===== src/rtl/dmem_arbiter_pkg.sv =====
// Shared encodings and width defaults for the data-memory arbiter.
package dmem_arbiter_pkg;

  localparam int ADDR_LEN = 32;
  localparam int DATA_LEN = 32;

  typedef enum logic [1:0] {
    ARB_IDLE = 2'd0,
    ARB_BUSY = 2'd1,
    ARB_RESP = 2'd2
  } arb_state_e;

  localparam logic OWNER_CPU = 1'b0;
  localparam logic OWNER_DBG = 1'b1;

  // Bits needed to hold a streak count of 0..max_streak.
  function automatic int streak_width(input int max_streak);
    return (max_streak < 2) ? 1 : $clog2(max_streak + 1);
  endfunction

endpackage


===== src/rtl/arb_priority_sel.sv =====
// Combinational grant selection: cpu first, unless dbg has waited out a full streak.
module arb_priority_sel
  import dmem_arbiter_pkg::*;
#(
  parameter int MAX_STREAK = 4,
  parameter int SW         = 3
) (
  input  logic          cpu_req,
  input  logic          dbg_req,
  input  logic [SW-1:0] streak,
  output logic          grant_valid,
  output logic          grant_owner
);

  logic streak_full;

  assign streak_full = (streak == SW'(MAX_STREAK));

  always_comb begin
    grant_valid = 1'b0;
    grant_owner = OWNER_CPU;
    if (cpu_req && !(dbg_req && streak_full)) begin
      grant_valid = 1'b1;
    end else if (dbg_req) begin
      grant_valid = 1'b1;
      grant_owner = OWNER_DBG;
    end
  end

endmodule


===== src/rtl/dmem_arbiter.sv =====
// Two-port arbiter sequencing fixed-latency accesses to a single-ported data memory.
// state    | meaning
// ARB_IDLE | no access in flight; arbitrate pending requests
// ARB_BUSY | memory access active for LATENCY cycles
// ARB_RESP | owner's done pulse with rdata valid
module dmem_arbiter
  import dmem_arbiter_pkg::*;
#(
  parameter int ADDR_W     = ADDR_LEN,
  parameter int DATA_W     = DATA_LEN,
  parameter int LATENCY    = 2,
  parameter int MAX_STREAK = 4
) (
  input  logic              clk,
  input  logic              rst,
  input  logic              cpu_req,
  input  logic              cpu_we,
  input  logic [ADDR_W-1:0] cpu_addr,
  input  logic [DATA_W-1:0] cpu_wdata,
  output logic [DATA_W-1:0] cpu_rdata,
  output logic              cpu_done,
  output logic              cpu_stall,
  input  logic              dbg_req,
  input  logic              dbg_we,
  input  logic [ADDR_W-1:0] dbg_addr,
  input  logic [DATA_W-1:0] dbg_wdata,
  output logic [DATA_W-1:0] dbg_rdata,
  output logic              dbg_done,
  output logic              mem_en,
  output logic              mem_we,
  output logic [ADDR_W-1:0] mem_addr,
  output logic [DATA_W-1:0] mem_wdata,
  input  logic [DATA_W-1:0] mem_rdata,
  output logic              busy,
  output logic              owner
);

  localparam int SW = streak_width(MAX_STREAK);
  localparam int CW = (LATENCY < 2) ? 1 : $clog2(LATENCY);
  localparam logic [CW-1:0] CNT_LAST = CW'(LATENCY - 1);
  localparam logic [CW-1:0] CNT_PRE  = CW'(LATENCY - 2);
  // With a single-cycle access the write strobe must already be up in the grant's next cycle.
  localparam logic WE_AT_GRANT = (LATENCY == 1);

  arb_state_e        state_q;
  logic              owner_q;
  logic [CW-1:0]     count_q;
  logic [SW-1:0]     streak_q;
  logic [SW-1:0]     streak_d;
  logic              we_q;
  logic              mem_en_q;
  logic              mem_we_q;
  logic [ADDR_W-1:0] mem_addr_q;
  logic [DATA_W-1:0] mem_wdata_q;
  logic [DATA_W-1:0] cpu_rdata_q;
  logic [DATA_W-1:0] dbg_rdata_q;
  logic              cpu_done_q;
  logic              dbg_done_q;

  logic              grant_valid;
  logic              grant_owner;
  logic              mem_we_d;
  logic [ADDR_W-1:0] mem_addr_d;
  logic [DATA_W-1:0] mem_wdata_d;

  arb_priority_sel #(
    .MAX_STREAK (MAX_STREAK),
    .SW         (SW)
  ) u_sel (
    .cpu_req     (cpu_req),
    .dbg_req     (dbg_req),
    .streak      (streak_q),
    .grant_valid (grant_valid),
    .grant_owner (grant_owner)
  );

  assign mem_we_d    = (grant_owner == OWNER_DBG) ? dbg_we    : cpu_we;
  assign mem_addr_d  = (grant_owner == OWNER_DBG) ? dbg_addr  : cpu_addr;
  assign mem_wdata_d = (grant_owner == OWNER_DBG) ? dbg_wdata : cpu_wdata;

  always_comb begin
    streak_d = streak_q;
    if (!dbg_req || (grant_owner == OWNER_DBG)) begin
      streak_d = '0;
    end else if (streak_q != SW'(MAX_STREAK)) begin
      streak_d = streak_q + 1'b1;
    end
  end

  always_ff @(posedge clk or negedge rst) begin
    if (!rst) begin
      state_q     <= ARB_IDLE;
      owner_q     <= OWNER_CPU;
      count_q     <= '0;
      streak_q    <= '0;
      we_q        <= 1'b0;
      mem_en_q    <= 1'b0;
      mem_we_q    <= 1'b0;
      mem_addr_q  <= '0;
      mem_wdata_q <= '0;
      cpu_rdata_q <= '0;
      dbg_rdata_q <= '0;
      cpu_done_q  <= 1'b0;
      dbg_done_q  <= 1'b0;
    end else begin
      cpu_done_q <= 1'b0;
      dbg_done_q <= 1'b0;
      case (state_q)
        ARB_IDLE: begin
          if (grant_valid) begin
            state_q     <= ARB_BUSY;
            owner_q     <= grant_owner;
            count_q     <= '0;
            streak_q    <= streak_d;
            we_q        <= mem_we_d;
            mem_en_q    <= 1'b1;
            mem_we_q    <= WE_AT_GRANT & mem_we_d;
            mem_addr_q  <= mem_addr_d;
            mem_wdata_q <= mem_wdata_d;
          end
        end
        ARB_BUSY: begin
          if (count_q == CNT_LAST) begin
            state_q  <= ARB_RESP;
            mem_en_q <= 1'b0;
            mem_we_q <= 1'b0;
            if (owner_q == OWNER_DBG) begin
              dbg_done_q <= 1'b1;
              if (!we_q) dbg_rdata_q <= mem_rdata;
            end else begin
              cpu_done_q <= 1'b1;
              if (!we_q) cpu_rdata_q <= mem_rdata;
            end
          end else begin
            count_q  <= count_q + 1'b1;
            mem_we_q <= we_q & (count_q == CNT_PRE);
          end
        end
        ARB_RESP: begin
          state_q <= ARB_IDLE;
        end
        default: begin
          state_q <= ARB_IDLE;
        end
      endcase
    end
  end

  assign cpu_rdata = cpu_rdata_q;
  assign cpu_done  = cpu_done_q;
  assign cpu_stall = cpu_req & ~cpu_done_q;
  assign dbg_rdata = dbg_rdata_q;
  assign dbg_done  = dbg_done_q;
  assign mem_en    = mem_en_q;
  assign mem_we    = mem_we_q;
  assign mem_addr  = mem_addr_q;
  assign mem_wdata = mem_wdata_q;
  assign busy      = (state_q != ARB_IDLE);
  assign owner     = owner_q;

endmodule


===== config.mk =====
export PLATFORM = sky130hd
export DESIGN_NAME = dmem_arbiter
export DESIGN_NICKNAME = d
export VERILOG_FILES = /design/src/rtl/dmem_arbiter_pkg.sv /design/src/rtl/arb_priority_sel.sv /design/src/rtl/dmem_arbiter.sv
export SDC_FILE = /design/constraint.sdc
export NUM_CORES = 1
export LEC_CHECK = 0
export ABC_AREA = 0
export CORE_ASPECT_RATIO = 1.75
export CORE_MARGIN = 3
export CORE_UTILIZATION = 40
export DETAILED_ROUTE_END_ITERATION = 8
export PLACE_DENSITY = 0.83
export SETUP_SLACK_MARGIN = 0.3
export SLEW_MARGIN = 20
export SYNTH_ARGS = -nofsm -noshare
export SYNTH_HDL_FRONTEND = slang
export SYNTH_SLANG_ARGS = --single-unit

===== constraint.sdc =====
create_clock -name clk -period 2.6 [get_ports clk]
set_input_delay 0.39 -clock clk [delete_from_list [all_inputs] [get_ports clk]]
set_output_delay 0.39 -clock clk [all_outputs]
set_load 0.01 [all_outputs]

==> flow_metrics.tcl, run 1 <==
set metrics [dict create \
    hold_viol 0 \
    path_class "in2out" \
    p_per_area_mw_per_mm2 1190 \
    cts_setup_buffers 0 \
    first_iter_violations 312 \
    route.detailed.drc 0 \
    startpoint_type "primary input" \
    crit_chain "clkdlybuf4s50_1, nor2b_1, clkdlybuf4s50_1" \
    ys_warn_count 0 \
    combPwrFrac_pct 47.3 \
    worst_path_max_delay_cell "clkdlybuf4s50_1" \
    antenna_found_initial 2 \
    rsz0062_at_grt "false" \
    p_sw_w 0.00414 \
    tightest_slew_ns 0.723 \
    cts.clk_slew.worst_paths_ns 0.06 \
    synth_top_family_by_area "compound AO/OA/AOI/OAI gates" \
    syn_area_per_cell_sq_um 11.1 \
    path_common_cell "clkdlybuf4s50_1" \
    setup_viol 0 \
    end_kind "output pin" \
    via_count 5917 \
    period_share_pct 81.5 \
    cts.sinks 140 \
    yosysUniqueCellTypes 32 \
    status "finished clean" \
    grt_pass1_wl_mm 31.6 \
    max_stage_delay_ns 0.61 \
    cts_buffers 17 \
    maxCapViolCount 0 \
    min_path_type "in2reg" \
    critPathArrivalTime_ns 1.73 \
    synth_compound_area_share_pct 14.0 \
    io_buffers 300 \
    p_seq_share_pct 32.5 \
    grt_max_degree 77 \
    rows 60 \
    area_growth_pct 59.2 \
    initial_core_util_pct 40.9 \
    viasPerCell 5.70 \
    p_leak_nw 3.91 \
    core-area_sq_mm 0.0154 \
    skew_ns 0.0117 \
    track_usage_pct 23.3 \
    grt_pass1_vias 5861 \
    fin_tns_setup_ns 0 \
    cts_buffer_depth 2 \
    dp_hpwl_mm 14.5 \
    cp_max_fo 5 \
    r2r_slack_ns 0.81 \
    p_int_w 0.00773 \
    cts_htree_levels 4 \
    gp_congestion 0.841 \
    netlist_area_sq_mm 0.00629 \
    dieArea_sq_mm 0.0173 \
    synth_xor_area_share_pct 0 \
    sw_frac_of_total_pct 34.9 \
    gr-total-overflow 0 \
    fmax_ghz 0.472 \
    ir_drop_v 0.000815 \
    ys_ff_latch 140 \
    slew_headroom_pct 51.8 \
    period_minus_slack_ns 2.12 \
    syn-num-nets 734 \
    ant_nets 0 \
    synth_fa_ha_area_share_pct 0.398 \
    routed_wl_mm 20.5 \
    holdWs_ns 0.357 \
    cts_tree "yes" \
    worstPathRequired_ns 2.21 \
    syn_inst 566 \
    dieHeight_um 172 \
    synth_mux_area_share_pct 11.6 \
    clock_latency_ns 0.41 \
    io-pin-count 301 \
    die_w_um 101 \
    ys_seq_area_share_pct 55.7 \
    root_buffer "clkbuf_16" \
    nNetsFinal 1004 \
    pwr-share-clk_pct 20.2 \
    drive_gt1_share_pct 10.5 \
    drtPass1Iterations 4 \
    routedWlPerCell_um 19.7 \
    yosys.area_share.simple_pct 13.6 \
    slew_viol_final 0 \
]
## metrics by stage
step           cell area, sq um  total power, W  instances  util, %  setup WS (ns)
6_report                  10000          0.0119       1038     65.1          0.480
5_1_grt                   10000          0.0126       1037     65.1          0.416
4_1_cts                   10000          0.0120       1035     65.0          0.322
3_5_place_dp               9410         0.00958       1002     61.2          0.467
3_3_place_gp               9410         0.00941       1002     61.2          0.493
2_1_floorplan              6290         0.00651        566        -           1.08
## registers in the layout (all words and copies together), names as in the netlist
signal / count
cpu_rdata: 32
dbg_rdata: 32
mem_addr: 32
mem_wdata: 32
streak_q: 3
state_q: 2
count_q: 1
cpu_done: 1
dbg_done: 1
mem_en: 1
mem_we: 1
owner: 1
we_q: 1
## power by group through the flow
stage	registers [W]	clock network, W	logic (W)
2_1_floorplan	0.00433	0	0.00218
3_3_place_gp	0.00383	0	0.00558
3_5_place_dp	0.00389	0	0.00569
4_1_cts	0.00386	0.00246	0.00570
5_1_grt	0.00398	0.00255	0.00608
6_report	0.00385	0.00240	0.00562
## worst paths after layout
path                                           from  depth (start not counted)                         to
min                                         dbg_req                          3    streak_q[1]$_DFFE_PN0P_
max in group asynchronous                       rst                          3  mem_wdata[25]$_DFFE_PN0P_
max reg2reg                  state_q[1]$_DFFE_PN0P_                          4  cpu_rdata[18]$_DFFE_PN0P_
min in group asynchronous                       rst                          2  mem_wdata[17]$_DFFE_PN0P_
max                                         cpu_req                          3                  cpu_stall
min reg2reg                dbg_rdata[8]$_DFFE_PN0P_                          1   dbg_rdata[8]$_DFFE_PN0P_
## cells by family after synthesis
group,count (synthesis)
AO/OA/AOI/OAI,138
buffers and inverters,70
AND/OR/NAND/NOR,151
flip-flops,140
adder cells (fa/ha/maj),2
multiplexers,65
## cells in the final DEF (no fill, tap or decap), drive strengths merged, types with 3 or more instances in the layout
| cell type | Yosys | routed |
|---|---|---|
| buf | 25 | 16 |
| clkbuf | 39 | 17 |
| clkdlybuf4s50 | 0 | 297 |
| clkinv | 0 | 7 |
| dfrtp | 140 | 140 |
| diode | 0 | 3 |
| inv | 6 | 11 |
| mux2 | 65 | 65 |
| nand2 | 4 | 4 |
| nand3 | 65 | 65 |
| nand4 | 67 | 67 |
| nor2 | 7 | 7 |
| o211ai | 64 | 64 |
| o21ai | 66 | 66 |
## cell usage after synthesis, drive strengths merged
library cell / n / area, sq um
and3: 1 / 6.26
nand3b: 1 / 7.51
nand3: 65 / 325
a21boi: 1 / 7.51
nor2b: 2 / 12.5
clkbuf: 39 / 146
inv: 6 / 22.5
mux2: 65 / 732
o32ai: 1 / 8.76
dfrtp: 140 / 3500
o311ai: 1 / 8.76
nand2: 4 / 15.0
nand4: 67 / 419
and2b: 1 / 7.51
a32o: 1 / 10.0
o211ai: 64 / 480
or2: 1 / 6.26
nor3: 1 / 16.3
a21o: 1 / 7.51
nor2: 7 / 31.3
o221ai: 1 / 8.76
nand2b: 1 / 6.26
o21ai: 66 / 330
a22o: 1 / 8.76
a21bo: 1 / 10.0
buf: 25 / 129
ha: 2 / 25.0
## final cells by class
type | instances | area (sq um)
repair buffers | 315 | 3150
clock inverters | 15 | 160
multi-input cells | 356 | 2510
fillers | 1222 | 5370
diodes | 3 | 7.51
well taps | 186 | 233
flip-flops and latches | 140 | 3500
inverters | 6 | 22.5
clock buffers | 17 | 425
## per-layer routing
metal,wire (um),up-vias,track usage [%]
li1,-,2685,-
met1,7300,2891,27.3
met2,10800,289,39.5
met3,1370,52,5.57
met4,965,0,11.8
met5,0,-,0
## critical path, delay by kind of cell
kind / cells / cell delay (ns)
buffers and inverters: 2 / 1.15
and+or+nand+nor: 1 / 0.18
## repair_timing
action,4_1_cts,5_1_grt
hold endpoints to repair,39,0
setup endpoints to repair,0,1
hold buffers,1,0
resized for setup,0,1
Note: power is estimated with default switching activity, not from simulation.
==> run 2, diff against run 1 <==
Settings changed: CORE_UTILIZATION 40 to 37, PLACE_DENSITY 0.83 to 0.81.
Clock period 2.6 ns to 1.9 ns, I/O delays scaled along.
==> run 2 against run 1 <==
  * Combinational power rose by 31%
  * Clock-buffer cell count rose by 1
  * Largest cell class unchanged
  * Clock skew rose by 0.0069 ns
  * Wire length rose by 9.8%
  * Setup slack got worse by 0.17 ns
  * Critical endpoint is now cpu_rdata[8]$_DFFE_PN0P_
  * Total power rose by 34%
==> flow_metrics.tcl, run 2 (same netlist as run 1, synthesis figures left out) <==
set metrics [dict create \
    grt_pass1_wl_mm 32.1 \
    reg2reg_to "cpu_rdata[8]$_DFFE_PN0P_" \
    p_sw_w 0.00598 \
    io-pin-count 301 \
    final_area_sq_mm 0.0104 \
    slew_headroom_pct 64.5 \
    route.detailed.drc 0 \
    path_class "reg2reg" \
    grt_max_degree 134 \
    period_minus_slack_ns 1.59 \
    ant_nets 0 \
    cts.clk_slew.worst_paths_ns 0.07 \
    antenna_found_initial 2 \
    rows 62 \
    via_count 6068 \
    dieArea_sq_mm 0.0187 \
    dpl-instance-area_sq_mm 0.00964 \
    skew_ns 0.0186 \
    drtPass1Iterations 5 \
    routedWlPerCell_um 20.5 \
    area_growth_pct 65.2 \
    p_per_area_mw_per_mm2 1530 \
    startpoint_type "flop" \
    combPwrFrac_pct 46.4 \
    cp_max_fo 25 \
    grt_pass1_vias 5834 \
    first_iter_violations 377 \
    rsz0062_at_grt "true" \
    nNetsFinal 1024 \
    end_kind "flop" \
    final_util_pct 62.9 \
    p_seq_share_pct 32.9 \
    drive_gt1_share_pct 12.9 \
    cts_buffers 17 \
    critPathArrivalTime_ns 1.87 \
    cts_tree "yes" \
    final_cell_mix "164 x clkdlybuf4s50_1, 139 x dfrtp_1, 92 x dlygate4sd2_1" \
    r2r_slack_ns 0.31 \
    sw_frac_of_total_pct 37.7 \
    worstPathRequired_ns 2.18 \
    initial_core_util_pct 38.1 \
    p_int_w 0.00991 \
    ir_drop_v 0.000754 \
    cts_htree_levels 4 \
    hold_viol 0 \
    fmax_ghz 0.629 \
    track_usage_pct 21.6 \
    gp_congestion 0.824 \
    die_w_um 105 \
    gr-total-overflow 0 \
    status "finished clean" \
    p_leak_nw 4.66 \
    viasPerCell 5.55 \
    r2r-start "state_q[1]$_DFFE_PN0P_" \
    root_buffer "clkbuf_16" \
    dp_hpwl_mm 15.0 \
    core-area_sq_mm 0.0165 \
    io_buffers 300 \
    routed_wl_mm 22.5 \
    startpoint "state_q[1]$_DFFE_PN0P_" \
    cts.sinks 140 \
    r2r_cells 4 \
    setup_viol 0 \
    tightest_slew_ns 0.532 \
    final_common_cell "clkdlybuf4s50_1" \
    holdWs_ns 0.298 \
    clock_latency_ns 0.41 \
    slew_viol_final 0 \
    pwr-share-clk_pct 20.7 \
    period_share_pct 83.7 \
    cts_buffer_depth 2 \
    dieHeight_um 179 \
    crit_end "cpu_rdata[8]$_DFFE_PN0P_" \
    fin_tns_setup_ns 0 \
    min_path_type "in2async" \
    maxCapViolCount 0 \
]
==> run 2: cell type report <==
cell class / count / area [sq um]
Multi-Input combinational cell: 356 / 2530
Fill cell: 1336 / 6130
Sequential cell: 140 / 3500
Tap cell: 224 / 280
Timing Repair Buffer: 335 / 3480
Clock inverter: 14 / 149
Inverter: 6 / 22.5
Clock buffer: 18 / 429
Antenna cell: 1 / 2.50
==> run 2: worst max-delay path, stage by stage (launching register included) <==
cell,delay (ns)
dfrtp_1,0.42
nand3b_1,0.24
nor3_4,0.21
buf_12,0.22
mux2_2,0.36
==> run 2: per-layer routing <==
| layer | part of all wire [%] | track usage (%) | up-vias |
|---|---|---|---|
| met4 | 4.4 | 11.5 | 2 |
| met5 | 0.058 | 0 | - |
| met1 | 36 | 25.0 | 2982 |
| met3 | 5.4 | 4.49 | 65 |
| li1 | - | - | 2727 |
| met2 | 54 | 37.6 | 292 |
==> run 2: worst min-delay path by stage <==
| stage | slack [ns] | to | cells past startpoint | startpoint |
|---|---|---|---|---|
| floorplan | -0.01 | count_q$_DFFE_PN0P_ | 0 | rst |
| global placement | 0.18 | cpu_rdata[27]$_DFFE_PN0P_ | 1 | rst |
| detailed placement | 0.18 | cpu_rdata[27]$_DFFE_PN0P_ | 1 | rst |
| CTS | 0.30 | cpu_rdata[21]$_DFFE_PN0P_ | 2 | rst |
| global route | 0.31 | cpu_rdata[21]$_DFFE_PN0P_ | 2 | rst |
| finish | 0.30 | cpu_rdata[27]$_DFFE_PN0P_ | 2 | rst |
==> run 2: through the flow <==
step	std cells	worst slack (ns)	total power, W
2_1_floorplan	566	0.382	0.00891
3_3_place_gp	1049	0.0939	0.0130
3_5_place_dp	1049	0.0833	0.0133
4_1_cts	1083	0.181	0.0159
5_1_grt	1094	0.231	0.0168
6_report	1094	0.310	0.0159
==> run 2: power groups by stage <==
stage          Sequential, W  Combinational [W]  Clock (W)
2_1_floorplan        0.00592            0.00299          0
3_3_place_gp         0.00524            0.00781          0
3_5_place_dp         0.00531            0.00798          0
4_1_cts              0.00523            0.00733    0.00338
5_1_grt              0.00541            0.00790    0.00350
6_report             0.00523            0.00737    0.00329
==> run 2: what timing repair did <==
action                                  4_1_cts  5_1_grt
pin swaps                                     0        5
setup buffers                                 1        6
endpoints found under the setup margin      128      147
hold buffers                                  1        0
cloned                                        0        4
resized for setup                            95       50
hold endpoints to repair                     26        0
